**config.mk**
```make
export PLATFORM = sky130hd
export DESIGN_NAME = mult32_seq
export DESIGN_NICKNAME = d
export VERILOG_FILES = /design/src/rtl/mult_pkg.sv /design/src/rtl/mult32_control.sv /design/src/rtl/mult32_seq.sv
export SDC_FILE = /design/constraint.sdc
export NUM_CORES = 1
export LEC_CHECK = 0
export CELL_PAD_IN_SITES_DETAIL_PLACEMENT = 2
export CELL_PAD_IN_SITES_GLOBAL_PLACEMENT = 2
export CORE_ASPECT_RATIO = 0.9
export CORE_MARGIN = 2
export CORE_UTILIZATION = 31
export CTS_CLUSTER_DIAMETER = 150
export DETAILED_ROUTE_END_ITERATION = 16
export PLACE_DENSITY_LB_ADDON = 0.05
export SLEW_MARGIN = 5
export SYNTH_ARGS = -nofsm -noshare
export SYNTH_HDL_FRONTEND = slang
export SYNTH_SLANG_ARGS = --single-unit
export TNS_END_PERCENT = 50
```
**constraint.sdc**
```tcl
create_clock -name clk -period 4.4 [get_ports clk]
set_input_delay 0.44 -clock clk [delete_from_list [all_inputs] [get_ports clk]]
set_output_delay 0.44 -clock clk [all_outputs]
set_load 0.01 [all_outputs]
```
**src/rtl/mult_pkg.sv**
```systemverilog
// Shared definitions for the sequential shift-add multiplier: default sizes
// and the control state encoding.
package mult_pkg;

    localparam int WIDTH_DEF = 32;
    localparam int CNT_W_DEF = 6;

    // 2'b11 is not a legal encoding; the controller returns to IDLE from it.
    typedef enum logic [1:0] {
        IDLE = 2'b00,
        RUN  = 2'b01,
        DONE = 2'b10
    } state_t;

endpackage

```
**src/rtl/mult32_control.sv**
```systemverilog
// Control FSM for the shift-add multiplier: iteration counter, busy/done
// decode and the operand load enable.
module mult32_control
    import mult_pkg::*;
#(
    parameter int WIDTH = WIDTH_DEF,
    parameter int CNT_W = CNT_W_DEF
) (
    input  logic   clk,
    input  logic   reset,
    input  logic   start,
    output state_t state,
    output logic   busy,
    output logic   done,
    output logic   load
);

    localparam logic [CNT_W-1:0] LAST_ITER = CNT_W'(WIDTH - 1);

    state_t           state_d;
    logic [CNT_W-1:0] count;

    always_ff @(posedge clk or posedge reset) begin
        if (reset) begin
            state <= IDLE;
            count <= '0;
        end else begin
            state <= state_d;
            if (load) begin
                count <= '0;
            end else if (state == RUN) begin
                count <= count + 1'b1;
            end
        end
    end

    // start is only looked at in IDLE, so requests while busy fall away.
    always_comb begin
        state_d = state;
        busy    = 1'b0;
        done    = 1'b0;
        load    = 1'b0;
        case (state)
            IDLE: begin
                if (start) begin
                    load    = 1'b1;
                    state_d = RUN;
                end
            end
            RUN: begin
                busy = 1'b1;
                if (count == LAST_ITER) begin
                    state_d = DONE;
                end
            end
            DONE: begin
                busy    = 1'b1;
                done    = 1'b1;
                state_d = IDLE;
            end
            default: begin
                state_d = IDLE;
            end
        endcase
    end

endmodule

```
**src/rtl/mult32_seq.sv**
```systemverilog
// Sequential unsigned multiplier: 65-bit product/multiplier register updated
// once per clock by a conditional add of the multiplicand followed by a shift.
module mult32_seq
    import mult_pkg::*;
#(
    parameter int WIDTH = WIDTH_DEF,
    parameter int CNT_W = CNT_W_DEF
) (
    input  logic               clk,
    input  logic               reset,
    input  logic               start,
    input  logic [WIDTH-1:0]   a,
    input  logic [WIDTH-1:0]   b,
    output logic               busy,
    output logic               done,
    output logic [2*WIDTH-1:0] product
);

    state_t           state;
    logic             load;
    logic [WIDTH-1:0] mcand;
    logic [2*WIDTH:0] p;
    logic [WIDTH:0]   sum;
    logic [WIDTH:0]   upper;

    mult32_control #(
        .WIDTH (WIDTH),
        .CNT_W (CNT_W)
    ) u_control (
        .clk   (clk),
        .reset (reset),
        .start (start),
        .state (state),
        .busy  (busy),
        .done  (done),
        .load  (load)
    );

    // p[2*WIDTH] is zero throughout RUN, so the 33-bit sum keeps the carry.
    assign sum   = p[2*WIDTH:WIDTH] + {1'b0, mcand};
    assign upper = p[0] ? sum : p[2*WIDTH:WIDTH];

    always_ff @(posedge clk or posedge reset) begin
        if (reset) begin
            mcand <= '0;
            p     <= '0;
        end else if (load) begin
            mcand <= a;
            p     <= {{(WIDTH+1){1'b0}}, b};
        end else if (state == RUN) begin
            p <= {1'b0, upper, p[WIDTH-1:1]};
        end
    end

    assign product = p[2*WIDTH-1:0];

endmodule
```
# --- Word-level counts from Yosys, hierarchy flattened ---
# Index checks and enable logic that the tools add are counted.
totals:
  out_inout_bits: 66
  reg_bits: 105
  input_bits: 67
  word_cells: 27
classes:
  n_reduce_logical: 4
  mux: 12
  n_addsub: 2
  eq_ne: 5
ops:
  columns: ["cell", "count"]
  rows:
  - ["two-way mux 65 bit", 2]
  - ["adder 33 x 32 -> 33 bit", 1]
  - ["two-way mux 33 bit", 1]
  - ["two-way mux 6 bit", 2]
  - ["adder 6 x 1 -> 6 bit (second input constant)", 1]
  - ["equality test 6 x 5 -> 1 bit (second input constant)", 1]
  - ["two-way mux 1 bit", 4]
  - ["two-way mux 2 bit", 2]
  - ["one-hot mux 2 bit (2 select lines)", 1]
  - ["equality test 2 x 1 -> 1 bit (second input constant)", 1]
  - ["equality test 2 bit (second input constant)", 1]
  - ["zero test 2 bit", 1]
  - ["!= test 2 x 1 -> 1 bit (second input constant)", 1]
  - ["!= test 2 bit (second input constant)", 1]
  - ["AND reduction 2 bit", 1]
  - ["nonzero test 2 bit", 1]
  - ["OR reduction 2 bit", 1]

# --- Longest topological paths before layout ---
# Gate-level depths: netlist of the first run.
logic_depth:
  ltp_word: 4
  ltp_mapped: 9
  ltp_nobuf: 9

# --- Cells and area by module ---
# Synthesis of the first run repeated with hierarchy kept, for this count alone.
hier_totals:
  hier_cells: 665
  area_unflattened_um2: 6477.5
modules_own_cells:
  columns: ["mod", "seq_area_each_um2", "cells_per_inst", "area_per_inst_um2", "n_inst"]
  rows:
  - ["mult32_seq", 2402.3, 616, 5974.5, 1]
  - ["mult32_control", 200.2, 49, 503.0, 1]

# --- Worst setup path before layout of the first run ---
# No wires, ideal clock.
synth_path:
  path_type: "reg-to-reg"
  start: "register p[32]"
  end: "register p[55]"
  required_time_ns: 4.274
  setup_time_ns: 0.126
  t_arrival_ns: 2.396
  path_buffers: 0
  period_less_slack_ns: 2.522
  stages_incl_launch_ff: 10
  path_slack_ns: 1.878
  path_cell_list: "dfrtp_1 > ha_1 > fa_1 > a211oi_1 > o21ai_2 > nand3_1 > a211oi_2 > a21bo_2 > a21o_1 > a221o_1"
synth_via:
  elab_chain_cells: 4
synth_lines:
  columns: ["element", "line_no", "text"]
  rows:
  - ["from (decl)", "mult32_seq.sv:22", "logic [2*WIDTH:0] p;"]
  - ["from (signal assigned)", "mult32_seq.sv:49", "p <= {{(WIDTH+1){1'b0}}, b};"]
  - ["from (signal assigned)", "mult32_seq.sv:51", "p <= {1'b0, upper, p[WIDTH-1:1]};"]
  - ["adder 33 x 32 -> 33 bit", "mult32_seq.sv:40", "assign sum = p[2*WIDTH:WIDTH] + {1'b0, mcand};"]
  - ["two-way mux 33 bit", "mult32_seq.sv:41", "assign upper = p[0] ? sum : p[2*WIDTH:WIDTH];"]
  - ["two-way mux 65 bit", "mult32_seq.sv:50", "end else if (state == RUN) begin"]
  - ["two-way mux 65 bit", "mult32_seq.sv:47", "end else if (load) begin"]
# Every way passes these cells. The select of a mux whose other input is x is not followed.
# A chain may end at the register's enable or synchronous reset.

# --- Final worst setup path of the first run ---
layout_path:
  start: "register p[32]"
  end: "register p[63]"
# Same word-level chain as after synthesis.

==> results of run 1 <==
## where the power goes
group          internal (mW)  total [mW]  switching [mW]  leakage [nW]
logic                   1.61        3.78            2.16          2.17
registers               1.38        1.75           0.369          1.31
clock network          0.448       0.856           0.408         0.141
total                   3.44        6.38            2.94          3.62
## Yosys cell counts (8+ instances only)
| cell type | n |
|---|---|
| a21oi_1 | 61 |
| nor2_1 | 35 |
| o21ai_0 | 67 |
| ha_1 | 37 |
| inv_1 | 11 |
| nand2_1 | 177 |
| nand4_1 | 12 |
| nand3_1 | 8 |
| xnor2_1 | 13 |
| dfrtp_1 | 104 |
| clkbuf_1 | 31 |
| a21o_1 | 15 |
| mux2i_1 | 45 |
| xor2_1 | 9 |
## worst max-delay path, cell delays in order, from the launching register on
cell	delay, ns
dfrtp_1	0.42
ha_1	0.25
fa_1	0.43
a211oi_1	0.39
o21ai_2	0.14
nand3_1	0.14
a211oi_2	0.11
a21bo_2	0.28
a311oi_1	0.35
o32ai_1	0.15
## cells by family (layout without fill, tap and decap cells)
group	count (synthesis)	in the layout	synth area share (%)
buffers and inverters	54	166	3.34
adder cells (fa/ha/maj)	38	38	7.45
multiplexers	47	47	7.30
XOR/XNOR	22	22	2.97
flip-flops	104	104	40.2
AO/OA/AOI/OAI	214	214	20.6
AND/OR/NAND/NOR	270	270	18.2
## cell type report
class / instances / share of cell area, %
Clock buffer: 10 / 2.75
Clock inverter: 5 / 0.797
Inverter: 11 / 0.526
Multi-Input combinational cell: 591 / 44.1
Sequential cell: 104 / 31.3
Tap cell: 260 / 3.91
Timing Repair Buffer: 140 / 16.6
## state kept, by name, indices dropped and copies added (netlist names)
register	flops
mcand	32
p	64
u_control.count	6
u_control.state	2
## worst max path at each step
stage | end | slack (ns) | cells past startpoint
floorplan | mcand[0] | 1.23 | 1
global placement | p[53] | 1.68 | 9
detailed placement | p[53] | 1.54 | 9
CTS | p[53] | 1.53 | 9
global route | p[63] | 1.32 | 9
finish | p[63] | 1.57 | 9
## cell usage in the layout (no fill, tap or decap), types with 3 or more instances in the layout
cell	count
a211oi_1	6
a21o_1	15
a21oi_1	61
a31oi_1	5
and2_1	3
and3_1	3
buf_4	8
clkbuf_16	9
clkdlybuf4s50_1	132
dfrtp_1	103
ha_1	36
inv_1	10
mux2i_1	45
nand2_1	177
nand3_1	8
nand3b_1	7
nand4_1	12
nor2_1	35
nor2b_1	3
nor3_1	4
nor3b_1	6
o211ai_1	5
o21a_1	4
o21ai_0	67
o21ai_1	6
o21bai_1	6
o22ai_1	5
or3_1	3
xnor2_1	13
xor2_1	9
## routing by layer
layer	GRT usage, %	vias up	part of all wire (%)
li1	-	2869	-
met1	25.5	3020	46
met2	35.1	103	48
met3	5.56	16	5.3
met4	4.54	0	1.0
met5	0	-	0
## through the flow
stage / area, um^2 / util (%) / hold slack, ns
after global placement: 8030 / 38.9 / 0.469
after global routing: 8320 / 40.3 / 0.519
final: 8320 / 40.3 / 0.480
after CTS: 8320 / 40.3 / 0.499
after detailed placement: 8030 / 38.9 / 0.480
after floorplan: 6480 / - / 0.450
==> impl_results.md, run 1 <==
* Status: completed
* Final nets at 962
* Final HPWL DP at 15700 um
* Chip height at 141 um
* Critical Path RT at 4.61 ns
* Multi-input logic area at 3670 um^2
* FFs w/ async S/R, synth at 100%
* CTS Buffer Depth at 2
* Die W at 156 um
* # IOs at 133
* Hold buffers post-CTS at 0
* Post-DR vias/cell at 5.36
* FMAX at 353 MHz
* Core area at 20600 um^2
* Syn Inst Count at 749
* Top post-synthesis cells by area: dfrtp_1 40%, nand2_1 10%, ha_1 7.1%, mux2i_1 7.0%, o21ai_0 5.2%
* CTS resizes at 0
* Max-Cap Viols at 0
* GR Overflow Total at 0
* First-pass GRT wire length at 35900 um
* Synth area leader: dfrtp_1
* Seq/Total Area, Yosys at 40.2%
* Clk_lat worst skew at 0.36 ns
* #FFs+latches synth at 104
* Syn_nets at 854
* Synth Flop Type: dfrtp_1
* Post-route total power at 6.38 mW
* # setup viols final at 0
* PD cells at 766 nW/um^2
* Pre-CTS setup slack at 1.54 ns
* VDD IR max at 0.236 mV
* Worst setup margin at 1.57 ns
* Critical path launch point type: register
* H-Tree Depth at 3
* R2R setup slack at 1.57 ns
* RR Startpoint: p[32]
* Share of the synthesized area in the top cell type at 40.2%
* DP Cell Count at 1106
* Max Slew Vio Count at 0
* GRT Util Overall at 20.4%
* Total negative slack at 0 ns
* Lkg Pwr at 3.62 nW
* Share of layout cells above drive strength 1 at 4.76%
* Final WL at 21700 um
* Layout Area Growth over Synthesis at 28.5%
* Max-Slew Margin vs Limit at 38.5%
* Initial antenna violation count at 0
* # fillers at 2270
* Post-synthesis cell type count at 68
* Synthesized cell area at 6480 um^2
* Vias in the first global route at 6747
* Total CTS buffers at 9
* Reg2reg end: p[63]
* Crit. Startpoint: p[32]
* Antenna Nets Post-Route at 0
* Post-CTS Setup Inserts at 0
* Remaining routing DRC violations at 0
* Via count at 6008
* Critical setup path kind: reg2reg
* Min-delay worst type: in2async
* Num rows at 50
* Routability cong. at 0.800
* CP endpoint kind: register
* Final Cycle Share at 64.3%
* Initial Util at 31.4%
* CTS tree: done
* Least-Margin Pin Slew at 0.921 ns
* EDFF count, synth at 0
* Syn Area/Cell at 8.65 um^2
* Port bufs at 132
* Largest net degree at the start of global routing at 68
* Worst Clk Skew at 0.0109 ns
* Final min period at 2.83 ns
* Die ar. at 22100 um^2
* Drt pass-1 iters at 4
* R2r worst-path depth at 9
* Max FO, Critical Path at 5
* RSZ-0062 raised after global routing: no
* YS warnings at 0
* Drt wl/cell at 19.4 um
* CP arrival at 3.04 ns
* Clock slew at the register clock pins of the worst setup and hold paths at 0.08 ns
* DRT iter0 DRCs at 181
* TritonCTS Sinks at 104
* FF/Latch Area at 2600 um^2
* Final hold viol count at 0
* Root Buffer Master: clkbuf_16
* ANT cells at 0
* Non-Filler Instances at 1121
Note: power is estimated with default switching activity, not from simulation.
==> inputs of run 2 (changes only) <==
Clock period 4.4 ns to 2.7 ns, I/O delays scaled along.
==> impl_results.md, run 2 (synthesized netlist as in run 1, its figures left out) <==
* PD cells at 1260 nW/um^2 (+65%)
* Critical path, cell by cell: ha_1, buf_4, o211ai_1, a21oi_1, a21oi_4, a21oi_4, a31oi_2, o21a_1, o311ai_1
* Least-Margin Pin Slew at 0.658 ns (-0.263 ns)
* Max-Cap Viols at 0 (unchanged)
* Routability cong. at 0.806 (+0.76%)
* Most frequent cells in the layout: 177 x nand2_1, 132 x clkdlybuf4s50_1, 103 x dfrtp_1, 64 x o21ai_0, 60 x a21oi_1
* GR Overflow Total at 0 (unchanged)
* Worst Clk Skew at 0.0130 ns (+0.00215 ns)
* RSZ-0062 raised after global routing: yes
* VDD IR max at 0.370 mV (+56%)
* Core area at 20600 um^2 (unchanged)
* # IOs at 133 (unchanged)
* Remaining routing DRC violations at 0 (unchanged)
* CP arrival at 2.78 ns (-0.26 ns)
* Port bufs at 132 (unchanged)
* Met3 routed WL at 1350 um (+17%)
* Lkg Pwr at 3.72 nW (+2.7%)
* FMAX at 393 MHz (+11%)
* Critical path launch point type: register
* Most flop-heavy register: p
* CTS tree: done
* Layout Area Growth over Synthesis at 32.1%
* Max layer used: met5
* Final Cycle Share at 94.3% (+30 points)
* TritonCTS Sinks at 104 (unchanged)
* Hold buffers post-CTS at 0 (unchanged)
* Commonest non-fill, non-tap cell in the layout: nand2_1
* H-Tree Depth at 3 (unchanged)
* Min Hold Slack at 0.424 ns (-0.0558 ns)
* Post-DR vias/cell at 5.34 (-0.29%)
* # fillers at 2263 (-0.31%)
* RR Startpoint: p[38]
* Chip height at 141 um (unchanged)
* Slowest-stage cell, CP: dfrtp_1
* Largest register FFs at 64 (unchanged)
* Max Slew Vio Count at 0 (unchanged)
* Final HPWL DP at 16100 um (+2.6%)
* Final WL at 22400 um (+3.3%)
* Critical Path RT at 2.94 ns (-1.67 ns)
* Initial Util at 31.4% (unchanged)
* Status: completed
* Design area at 8560 um^2 (+2.8%)
* Die ar. at 22100 um^2 (unchanged)
* Via count at 6076 (+1.1%)
* Antenna Nets Post-Route at 0 (unchanged)
* Metal-1 WL at 9840 um (-1.5%)
* Critical setup path kind: reg2reg
* Vias in the first global route at 6819 (+1.1%)
* Total CTS buffers at 9 (unchanged)
* Final min period at 2.55 ns (-0.283 ns)
* Die W at 156 um (unchanged)
* Placed inst area at 8170 um^2 (+1.8%)
* Clk_lat worst skew at 0.37 ns (about the same)
* ANT cells at 0 (unchanged)
* Total negative slack at 0 ns (unchanged)
* Clock slew at the register clock pins of the worst setup and hold paths at 0.08 ns (about the same)
* Root Buffer Master: clkbuf_16
* Min-delay worst type: in2async
* Max-Slew Margin vs Limit at 56.1% (+18 points)
* Wire length on met2 at 10900 um (+5.7%)
* CP dominant cell by count: a21oi_4
* # setup viols final at 0 (unchanged)
* Max FO, Critical Path at 5 (unchanged)
* Largest regs: p: 64 flops, mcand: 32 flops, u_control.count: 6 flops
* DRT iter0 DRCs at 279 (+54%)
* CTS Buffer Depth at 2 (unchanged)
* Drt pass-1 iters at 4 (unchanged)
* Initial antenna violation count at 1 (+1)
* CP peak stage delay at 0.41 ns (-0.02 ns)
* Num rows at 50 (unchanged)
* Largest net degree at the start of global routing at 119 (+75%)
* CP endpoint kind: register
* Share of layout cells above drive strength 1 at 7.87% (+3.1 points)
* First-pass GRT wire length at 37300 um (+3.8%)
* Drt wl/cell at 19.7 um (+1.9%)
* Reg2reg end: p[62]
* Final hold viol count at 0 (unchanged)
* Final nets at 977 (+1.6%)
* R2r worst-path depth at 9 (unchanged)
* GRT Util Overall at 21.3% (+0.89 points)
* R2R setup slack at 0.15 ns (-1.42 ns)
==> run 2: cell types whose count changed in the layout (fill, tap and decap cells not counted), sizes merged <==
cell | previous run | this run
bufinv | 1 | 0
buf | 8 | 23
clkinv | 0 | 2
==> run 2: worst max-delay path by stage <==
stage,start,to,slack (ns),depth (start not counted)
6_report,p[38],p[62],0.15,9
5_1_grt,p[38],p[62],-0.04,9
4_1_cts,p[37],p[62],-0.004,8
3_5_place_dp,mcand[0],p[63],-0.03,10
3_3_place_gp,p[32],p[63],0.09,10
2_1_floorplan,p[32],p[55],0.18,9
==> run 2: critical path: cells and delay by family (launching register included) <==
family          cells  cell delay [ns]
buf+inv             1             0.14
flops               1             0.41
fa+ha+maj           1             0.33
compound gates      7             1.53
==> run 2: routing by layer <==
metal | vias to the layer above | GRT usage (%)
met2 | 112 | 36.3
met4 | 2 | 4.73
met5 | - | 0
li1 | 2894 | -
met3 | 24 | 6.86
met1 | 3044 | 26.3
==> run 2: repair_timing <==
item	4_1_cts	5_1_grt
endpoints found under the setup margin	7	14
gates resized for setup	3	15
hold endpoints to repair	0	0
setup buffers	0	1
pin swaps	0	4
==> run 2: metrics by stage <==
| stage | setup slack, ns | util (%) | total power, mW | cells |
|---|---|---|---|---|
| finish | 0.154 | 41.5 | 10.8 | 1137 |
| global route | -0.0352 | 41.5 | 11.8 | 1137 |
| CTS | -0.00417 | 41.2 | 10.9 | 1136 |
| detailed placement | -0.0334 | 39.6 | 9.36 | 1120 |
| global placement | 0.0874 | 39.6 | 9.06 | 1120 |
| floorplan | 0.178 | - | 6.77 | 749 |
==> run 2: final cells by class <==
class / instances / area (um^2) / area share [%]
Inverter: 11 / 45.0 / 0.526
Tap cell: 260 / 325 / 3.80
Clock inverter: 6 / 72.6 / 0.848
Timing Repair Buffer: 155 / 1530 / 17.9
Clock buffer: 10 / 239 / 2.79
Sequential cell: 104 / 2600 / 30.4
Multi-Input combinational cell: 591 / 3740 / 43.7
==> run 2: where the power goes <==
group | total (mW) | leakage, nW | internal (mW) | switching (mW)
clock | 1.42 | 0.153 | 0.690 | 0.729
combinational | 6.56 | 2.26 | 2.85 | 3.71
sequential | 2.84 | 1.31 | 2.25 | 0.597
total | 10.8 | 3.72 | 5.79 | 5.03
==> inputs of run 3 (changes only) <==
Settings changed: CORE_ASPECT_RATIO 0.9 to unset.
==> impl_results.md, run 3 (synthesized netlist as in run 1, its figures left out) <==
* Status: completed
* Initial Util at 31.8% (+0.43 points)
* Chip height at 149 um (+5.3%)
* GR Layer Usage met3 at 5.58% (-1.3 points)
* Drt wl/cell at 19.9 um (+0.62%)
* Min-delay worst type: in2async
* R2r worst-path depth at 8 (-1)
* Critical setup path kind: reg2reg
* CP endpoint kind: register
* First-pass GRT wire length at 37400 um (+0.20%)
* Slowest-stage cell, CP: ha_1
* Initial antenna violation count at 0 (-1)
* Via count at 6188 (+1.8%)
* VDD IR max at 0.363 mV (-2.0%)
* # fillers at 2231 (-1.4%)
* Global-route met1 utilization at 25.3% (-1.0 points)
* FMAX at 385 MHz (-1.9%)
* TritonCTS Sinks at 104 (unchanged)
* Share of layout cells above drive strength 1 at 8.30% (+0.43 points)
* Antenna Nets Post-Route at 0 (unchanged)
* Sw Ratio at 46.5% (about the same)
* Power Internal at 5.79 mW (about the same)
* Largest register FFs at 64 (unchanged)
* Share of power burned in registers at 26.2% (about the same)
* H-Tree Depth at 3 (unchanged)
* Final Cycle Share at 96.1% (+1.8 points)
* Largest regs: p: 64 flops, mcand: 32 flops, u_control.count: 6 flops
* CP delay by family, top: compound AO/OA/AOI/OAI gates
* Core area at 20400 um^2 (-1.4%)
* Post-DR vias/cell at 5.38 (+0.69%)
* Final min period at 2.60 ns (+0.0497 ns)
* RSZ-0062 raised after global routing: yes
* Final nets at 981 (+0.41%)
* Max-Slew Margin vs Limit at 40.0% (-16 points)
* Commonest non-fill, non-tap cell in the layout: nand2_1
* Final WL at 22800 um (+1.8%)
* Max-Cap Viols at 0 (unchanged)
* Total CTS buffers at 9 (unchanged)
* Switching component of the power at 5.04 mW (+0.13%)
* Util after Layout at 42.2% (+0.72 points)
* Largest net degree at the start of global routing at 119 (unchanged)
* Pre-CTS setup slack at -0.0661 ns (-0.0327 ns)
* Drt pass-1 iters at 4 (unchanged)
* ANT cells at 0 (unchanged)
* Most flop-heavy register: p
* WP depth at 8 (-1)
* PD cells at 1260 nW/um^2 (-0.28%)
* Multi-input logic area at 3740 um^2 (about the same)
* Critical path launch point type: register
* Most frequent cells in the layout: 177 x nand2_1, 132 x clkdlybuf4s50_1, 103 x dfrtp_1, 65 x o21ai_0, 57 x a21oi_1
* Num rows at 52 (+4.0%)
* # IOs at 133 (unchanged)
* Design area at 8590 um^2 (+0.37%)
* FF/Latch Area at 2600 um^2 (unchanged)
* Final HPWL DP at 16200 um (+0.62%)
* CP bufs+invs at 0 (-1)
* Least-Margin Pin Slew at 0.900 ns (+0.241 ns)
* Clock slew at the register clock pins of the worst setup and hold paths at 0.08 ns (about the same)
* Root Buffer Master: clkbuf_16
* Final hold viol count at 0 (unchanged)
* # setup viols final at 0 (unchanged)
* CP arrival at 2.88 ns (+0.10 ns)
* Critical Path RT at 2.99 ns (+0.05 ns)
* Layout Area Growth over Synthesis at 32.6%
* CTS tree: done
* Vias in the first global route at 6951 (+1.9%)
* GRT Util Overall at 21.4% (+0.14 points)
* Met2 usage at 38.5% (+2.3 points)
* Max Slew Vio Count at 0 (unchanged)
* Lkg Pwr at 3.73 nW (+0.17%)
* DRT iter0 DRCs at 237 (-15%)
* Worst setup margin at 0.105 ns (-0.0497 ns)
* Critical path, cell by cell: ha_1, a21oi_1, and2_1, o2bb2ai_1, a21oi_4, a31oi_4, or3b_1, a41oi_2
* CTS Buffer Depth at 2 (unchanged)
* Clk_lat worst skew at 0.37 ns (about the same)
* Busiest grt layer: met2
* Combinational power share at 61.6% (+1.0 points)
* Worst Clk Skew at 0.0111 ns (-0.00199 ns)
* Die W at 149 um (-5.0%)
* Routability cong. at 0.864 (+7.2%)
* Clk pwr share at 12.2% (-0.9 points)
* Port bufs at 132 (unchanged)
* CP peak stage delay at 0.47 ns (+0.06 ns)
* Remaining routing DRC violations at 0 (unchanged)
* GR Overflow Total at 0 (unchanged)
* Placed inst area at 8220 um^2 (+0.55%)
* Total negative slack at 0 ns (unchanged)
* Max FO, Critical Path at 8 (+3)
* Die ar. at 22100 um^2 (about the same)
==> run 3: power by group through the flow <==
| stage | sequential (mW) | clock [mW] | combinational (mW) |
|---|---|---|---|
| 3_3_place_gp | 2.84 | 0 | 6.26 |
| 5_1_grt | 2.96 | 1.42 | 7.39 |
| 6_report | 2.84 | 1.32 | 6.67 |
| 2_1_floorplan | 2.88 | 0 | 3.89 |
| 3_5_place_dp | 2.87 | 0 | 6.51 |
| 4_1_cts | 2.86 | 1.37 | 6.62 |
==> run 3: final cells by class <==
| class | count | area share, % |
|---|---|---|
| Clock buffer | 9 | 2.62 |
| Clock inverter | 6 | 0.612 |
| Inverter | 11 | 0.524 |
| Multi-Input combinational cell | 591 | 43.5 |
| Sequential cell | 104 | 30.3 |
| Tap cell | 270 | 3.93 |
| Timing Repair Buffer | 159 | 18.5 |
==> run 3: stage by stage <==
step / hold slack (ns) / power, mW / cells
after detailed placement: 0.478 / 9.38 / 1131
after global routing: 0.381 / 11.8 / 1150
final: 0.342 / 10.8 / 1150
after global placement: 0.466 / 9.09 / 1131
after floorplan: 0.375 / 6.77 / 749
after CTS: 0.355 / 10.9 / 1149
==> run 3: routing by layer <==
metal,vias up,wire (um)
met2,125,11500
li1,2915,-
met1,3123,9700
met4,0,325
met5,-,0
met3,25,1270
==> run 3: worst paths after layout <==
| path | from | to | slack [ns] |
|---|---|---|---|
| hold / removal | reset | p[34] | 0.34 |
| max in group asynchronous | reset | p[0] | 2.00 |
| setup / recovery | p[45] | p[58] | 0.10 |
| setup reg to reg | p[45] | p[58] | 0.10 |
| min in group clk | a[2] | mcand[2] | 0.43 |
| hold reg to reg | mcand[31] | mcand[31] | 0.49 |
==> run 3: timing repair <==
action / in CTS / in global routing
pin swaps: 1 / 2
setup endpoints to repair: 4 / 18
buffers inserted: 3 / 1
hold buffers: 0 / 0
gates resized for setup: 2 / 15
==> run 3: worst min-delay path, stage by stage <==
cell	delay, ns
clkdlybuf4s50_1	0.44
clkinvlp_4	0.13
buf_12	0.25
==> variant, RTL diff (flow settings as in run 3) <==
Register the output `product`, cleared by the reset; this adds one clock of latency there. The other outputs are not delayed to match.
--- a/src/rtl/mult32_seq.sv
+++ b/src/rtl/mult32_seq.sv
@@ -52,6 +52,12 @@
         end
     end
 
-    assign product = p[2*WIDTH-1:0];
+    always_ff @(posedge clk or posedge reset) begin
+        if (reset) begin
+            product <= '0;
+        end else begin
+            product <= p[2*WIDTH-1:0];
+        end
+    end
 
 endmodule
Formal check against the unedited RTL: not equivalent (a bounded check fails within 4 cycles, from zero or initial values and one cycle with reset high).
==> variant against run 3 <==
Setup slack worse by 0.019 ns. Clock power grew 86%. Largest power group unchanged. Non-clock buffer count up 10. Wire length grew 8.2%. Power is 31% higher. Highest routed layer unchanged. First-iteration DRC count down 3.4%. Sequential cell count grew 64. Hold slack got worse by 0.028 ns. Cell area increased by 24%. Critical path type unchanged. Area after synthesis increased by 25%. Largest cell class is now flip-flops and latches. Clock skew grew 0.0022 ns.
==> variant: results (changes against run 3) <==
Status
The flow ran to the end, and the final reports show no timing, DRC or antenna violations.

STA
The maximum clock skew at final layout is 0.0133 ns (+0.00220 ns). The worst max-slew margin expressed relative to the limit came to 57.4% (+17 points). The worst setup margin is 0.0855 ns (-0.0192 ns).

Worst setup path
The depth of the worst register-to-register path is 9 (+1). The endpoint arrival time on the critical path is 2.91 ns (+0.03 ns). The biggest fanout along the worst timing path is 6 (-2). The highest-delay cell along the critical path is or4b_4. The most critical setup path has its endpoint at p[57]$_DFFE_PP0P_. The launching point of the worst reg2reg path is p[32]$_DFFE_PP0P_. The largest stage delay on the critical path was 0.55 ns (+0.08 ns).

Synthesis
The part of the Yosys area used for sequential elements came to 52.0% (+12 points). The fraction of the mapped netlist area in adder cells is 5.98% (-1.5 points). By count the netlist is led by dfrtp_1, nand2_1, o21ai_0.

Ranked by total cell area, the synthesized netlist is headed by dfrtp_1, nand2_1, ha_1. The number of different library cells in the post-synthesis netlist is 58 (-15%). The post-synth net total is 910 (+6.6%). The synthesized-area fraction occupied by ao, oa, aoi and oai cells is 15.7% (-4.8 points). The share of synthesized area spent on multiplexers is 5.73% (-1.6 points).

Power
The leakage power figure was 0.00480 uW (+29%). The internal power contribution is 8160 uW (+41%). The maximum vdd ir drop came to 0.464 mV (+28%).

Clock tree
The clock buffer count from CTS is 17 (+8). Clock-pin slew was measured on the worst setup and hold paths at 0.07 ns. The count of buffers added by post-CTS timing repair for setup is 1 (-2).

The clock latency at the later pin of the worst-skew pair was 0.44 ns (+0.07 ns). The total of cells resized after clock tree synthesis was 3 (+1). The maximum level of the CTS H-tree is 4 (+1).

Detailed routing
The detailed-route vias per instance is 5.09 (-5.3%). The average wire per standard cell is 19.0 um (-4.4%). The violation count after the first detailed-route iteration was 229 (-3.4%).

Finish
The proportion of layout cells with a drive suffix above 1 is 10.4% (+2.1 points). In the final layout, the registers with the most flip-flops are p (64), product (64), mcand (32). The net count of the finished layout is 1058 (+7.8%).

Placement
The weighted congestion at the end of routability-driven global placement was 0.812 (-6.0%). The worst setup timing slack at the placement stage is -0.0456 ns (+0.0206 ns). The total half-perimeter wirelength after legalization and detailed placement is 17600 um (+8.7%). The area after detailed placement is 9890 um2 (+20%).

GRT
The wire length of the first global-routing pass is 40200 um (+7.7%). The pin count of the biggest net entering global routing is 110 (-7.6%). The initial antenna violation count is 0 (unchanged).

The total routing usage reported by global routing is 18.8% (-2.6 points). The number of global-route vias before repair is 7410 (+6.6%).
-- variant: stage by stage --
stage               util [%]  hold slack (ns)  std cells
global route            41.2            0.330       1301
global placement        38.3            0.386       1264
floorplan                  -            0.373        805
finish                  41.2            0.314       1301
CTS                     40.8            0.325       1297
detailed placement      38.3            0.386       1264
-- variant: power by group through the flow --
stage               combinational, uW  sequential [uW]  clock [uW]
finish                           7280             4410        2460
global placement                 6880             4390           0
floorplan                        4300             4420           0
global route                     8120             4590        2630
detailed placement               7070             4450           0
CTS                              7200             4420        2540
-- variant: cell type report --
type	instances	area, um2
clock buffer	17	425
timing repair buffer	169	1640
fill	2786	15200
sequential	168	4210
clock inverter	15	173
inverter	15	60.1
multi-input combinational	582	3730
tap	335	419
-- variant: routing by layer --
metal | vias to the layer above | wire length (um) | GRT usage, %
met5 | - | 0 | 0
met4 | 0 | 301 | 4.86
met3 | 22 | 709 | 2.67
met2 | 88 | 12700 | 33.4
met1 | 3398 | 11000 | 24.0
li1 | 3120 | - | -
